===== src/rtl/counter_ext.sv =====
// Modulo-N up/down counter with synchronous load, prescaled enable, wrap or saturate
// at the range ends, terminal-count flag, one-cycle limit pulse and sticky overflow.
module counter_ext #(
    parameter int unsigned Size     = 5,
    parameter int unsigned Modulus  = 2 ** Size,
    parameter bit          Saturate = 1'b0,
    parameter int unsigned Prescale = 1
) (
    input  logic            i_clock,
    input  logic            i_reset,
    input  logic            i_enable,
    input  logic            i_up,
    input  logic            i_load,
    input  logic [Size-1:0] i_load_value,
    input  logic            i_clear_overflow,
    output logic [Size-1:0] o_count,
    output logic            o_terminal,
    output logic            o_limit,
    output logic            o_overflow
);

    localparam int unsigned     TickW    = (Prescale > 1) ? $clog2(Prescale) : 1;
    localparam logic [Size-1:0] MaxCount = Size'(Modulus - 1);
    localparam logic [TickW-1:0] LastTick = TickW'(Prescale - 1);

    logic [Size-1:0]  r_count;
    logic [TickW-1:0] r_tick;
    logic             r_limit;
    logic             r_overflow;

    logic [Size-1:0]  w_count_d;
    logic [TickW-1:0] w_tick_d;
    logic             w_limit_d;
    logic             w_overflow_d;
    logic             w_terminal;
    logic             w_tick_last;
    logic             w_step;
    logic             w_boundary;
    logic [Size-1:0]  w_load_clamped;
    logic [Size-1:0]  w_step_value;

    assign w_terminal     = i_up ? (r_count == MaxCount) : (r_count == '0);
    // With Prescale=1 the tick stays at zero, so every enabled cycle is a step.
    assign w_tick_last    = (r_tick == LastTick);
    assign w_step         = i_enable & w_tick_last;
    assign w_boundary     = ~i_load & w_step & w_terminal;
    assign w_load_clamped = (i_load_value > MaxCount) ? MaxCount : i_load_value;

    always_comb begin
        w_step_value = r_count;
        if (w_terminal) begin
            if (!Saturate) begin
                w_step_value = i_up ? '0 : MaxCount;
            end
        end else if (i_up) begin
            w_step_value = r_count + Size'(1);
        end else begin
            w_step_value = r_count - Size'(1);
        end
    end

    always_comb begin
        w_count_d = r_count;
        w_tick_d  = r_tick;
        if (i_load) begin
            w_count_d = w_load_clamped;
            w_tick_d  = '0;
        end else if (i_enable) begin
            if (w_tick_last) begin
                w_count_d = w_step_value;
                w_tick_d  = '0;
            end else begin
                w_tick_d  = r_tick + TickW'(1);
            end
        end
    end

    // A boundary step and a clear on the same edge leave the flag set.
    assign w_limit_d    = w_boundary;
    assign w_overflow_d = w_boundary | (r_overflow & ~i_clear_overflow);

    always_ff @(posedge i_clock) begin
        if (i_reset) begin
            r_count    <= '0;
            r_tick     <= '0;
            r_limit    <= 1'b0;
            r_overflow <= 1'b0;
        end else begin
            r_count    <= w_count_d;
            r_tick     <= w_tick_d;
            r_limit    <= w_limit_d;
            r_overflow <= w_overflow_d;
        end
    end

    assign o_count    = r_count;
    assign o_terminal = w_terminal;
    assign o_limit    = r_limit;
    assign o_overflow = r_overflow;

endmodule


===== config.mk =====
export PLATFORM = sky130hd
export DESIGN_NAME = counter_ext
export DESIGN_NICKNAME = d
export VERILOG_FILES = /design/src/rtl/counter_ext.sv
export SDC_FILE = /design/constraint.sdc
export NUM_CORES = 1
export LEC_CHECK = 0
export CAP_MARGIN = 20
export CORE_AREA = 3 3 40 42
export DETAILED_ROUTE_END_ITERATION = 8
export DIE_AREA = 0 0 43 45
export GPL_TIMING_DRIVEN = 0
export PLACE_DENSITY = 0.74
export SLEW_MARGIN = 25
export SYNTH_ARGS = -nofsm -noshare
export SYNTH_HDL_FRONTEND = slang
export SYNTH_SLANG_ARGS = --single-unit

===== constraint.sdc =====
create_clock -name i_clock -period 2.3 [get_ports i_clock]
set_input_delay 0.575 -clock i_clock [delete_from_list [all_inputs] [get_ports i_clock]]
set_output_delay 0.575 -clock i_clock [all_outputs]
set_load 0.05 [all_outputs]

==> out/metrics.yaml <==
die:
  rows: 13
  start_util: 0.428
  io_pins: 19
  die_h_um: 45
  dieArea_mm2: 0.00194
  fp.coreArea_mm2: 0.00128
  dieWidth_um: 43
sta:
  post-route-period-util: 0.942
  clock.fmax_ghz: 0.462
  rsz0062_at_grt: "no"
  fin_setup_tns_ns: 0
  worst_pin_slew_ns: 0.501
  final_max_slew_viol_count: 0
  finalSetupViolCount: 0
  finClkSkew_ns: 0.00135
  postLayoutSetupSlackWorst_ns: 0.134
  max_slew_margin: 0.665
  hold_viol_final: 0
  period_needed_ns: 2.17
power:
  ir_drop_mv: 0.283
  power.leakage_nw: 0.314
  powerDensity_mw_per_mm2: 596
cts:
  cts-root-buf: "clkbuf_4"
  cts_buffers: 3
  ctsHtreeMaxLevel: 1
  clock_sinks: 7
  tritoncts: "done"
  cts-hold-fix-buffers: 0
  clockBufferDepth: 2
  clk_latency_ns: 0.25
  clk_pin_slew_worst_paths_ns: 0.05
yosys:
  yosysSeqAreaShare: 0.255
  synth_nets: 79
  synth_ff_type: "dfxtp_1"
  synth-edff-count: 0
  synth_cells: 64
  netlist_area_um2: 551
  async_flop_share: 0
  synth.distinct_cells: 28
  synth.avg_cell_area_um2: 8.60
  ys_warn_count: 0
  ys_ff_latch: 7
routing:
  drt_iter0_markers: 8
  vias_per_cell: 5.19
  wire_per_inst_um: 12.2
  detail_route.first_pass.iterations: 4
  wl_um: 1240
  vias: 524
  route.detailed.drc: 0
  ant_nets: 0
hold_path:
  hold_path.class: "flop to flop"
  holdPathStages: 2
critical_path:
  path_buf_inv: 1
  endpoint_kind: "output port"
  path_cells: "clkdlybuf4s50_1"
  cp.arrival_ns: 1.59
  crit_family: "buffers and inverters"
  critPathMaxStageDelay_ns: 0.86
  path_max_fanout: 6
  cp.required_ns: 1.73
  start_kind: "flop"
  crit_cells: 1
  slowest_stage: "clkdlybuf4s50_1"
  critPathKind: "flop to output port"
  reg2reg_depth: 6
final_layout:
  fillers: 113
  areaGrowthSynthToFinish_pct: 39.3
  layout-drive-gt1-share: 0.128
  seqCellArea_um2: 140
  multi_input_area_um2: 364
  diodes: 0
  layout.nets: 102
placed_design:
  dp_slack_ns: -0.628
  dp_hpwl_um: 959
  portBuffers: 17
  gp_congestion: 0.718
grt:
  grtUsageTotal: 0.145
  grt_pass1_wl_um: 2120
  first_global_vias: 484
  overflow: 0
  antenna_found_initial: 0
  grt_max_degree: 11
flow_run:
  maxCapViolCount: 0
outcome:
  status: "finished, final reports clean"
-- state kept, by name (all words and copies together), names as in the netlist --
register    cells
o_count         5
o_limit         1
o_overflow      1
-- cells in the mapped netlist, types with 2 or more instances --
| master | number | area (µm²) |
|---|---|---|
| a21oi_1 | 7 | 35.0 |
| a311oi_1 | 2 | 17.5 |
| and2_1 | 2 | 12.5 |
| dfxtp_1 | 7 | 140 |
| ha_1 | 3 | 37.5 |
| inv_1 | 4 | 15.0 |
| nand2_1 | 3 | 11.3 |
| nand2b_1 | 3 | 18.8 |
| nor2_1 | 8 | 30.0 |
| nor3_1 | 3 | 15.0 |
| o21ai_0 | 2 | 10.0 |
| xnor2_1 | 4 | 35.0 |
-- stage by stage --
stage	cell area (µm²)	utilization	hold slack [ns]	total power [mW]	std cells
floorplan	551	-	0.690	0.286	64
global placement	739	0.575	0.457	0.346	96
detailed placement	739	0.575	0.463	0.349	96
CTS	767	0.597	0.472	0.460	101
global route	767	0.597	0.488	0.484	101
finish	767	0.597	0.466	0.457	101
-- per-layer routing --
layer  GRT usage  up-vias  share of wire
li1            -      269              -
met1       0.185      247           0.45
met2       0.257        8           0.52
met3      0.0239        0          0.031
met4      0.0361        0              0
met5           0        -              0
-- kinds of logic after synthesis --
family | Yosys count | synth area share
AND/OR/NAND/NOR | 27 | 0.295
AO/OA/AOI/OAI | 16 | 0.198
buffers and inverters | 6 | 0.0841
flip-flops | 7 | 0.255
adder cells (fa/ha/maj) | 4 | 0.105
XOR/XNOR | 4 | 0.0636
-- path summary, 6_finish.rpt --
| check | from | end | slack [ns] |
|---|---|---|---|
| worst max-delay path | o_count[0] | o_count[0] | 0.13 |
| worst max register to register | o_count[0] | o_count[4] | 0.60 |
| worst min-delay path | o_overflow | o_overflow | 0.47 |
| worst min register to register | o_overflow | o_overflow | 0.47 |
-- cell type report --
cell class,count,area share
Multi-Input combinational cell,51,0.475
Timing Repair Buffer,18,0.223
Sequential cell,7,0.183
Buffer,2,0.0408
Clock buffer,4,0.0343
Tap cell,15,0.0245
Inverter,4,0.0196
-- power breakdown --
group	switching (mW)	total (mW)	internal, mW
Clock	0.0455	0.112	0.0662
Sequential	0.0182	0.151	0.133
Combinational	0.106	0.195	0.0890
-- placed cells by master (no fill, tap or decap), types with 3 or more instances in the layout --
cell type	synthesis	layout
a21oi_1	7	7
clkbuf_4	0	3
clkdlybuf4s50_1	0	15
dfxtp_1	7	7
ha_1	3	3
inv_1	4	4
nand2_1	3	3
nand2b_1	3	3
nor2_1	8	8
nor3_1	3	3
xnor2_1	4	4
-- what timing repair did --
action	CTS	global route
setup buffers	1	0
setup endpoints to repair	1	0
gates resized for setup	6	0
No activity file was read; power rests on OpenSTA's default activity.
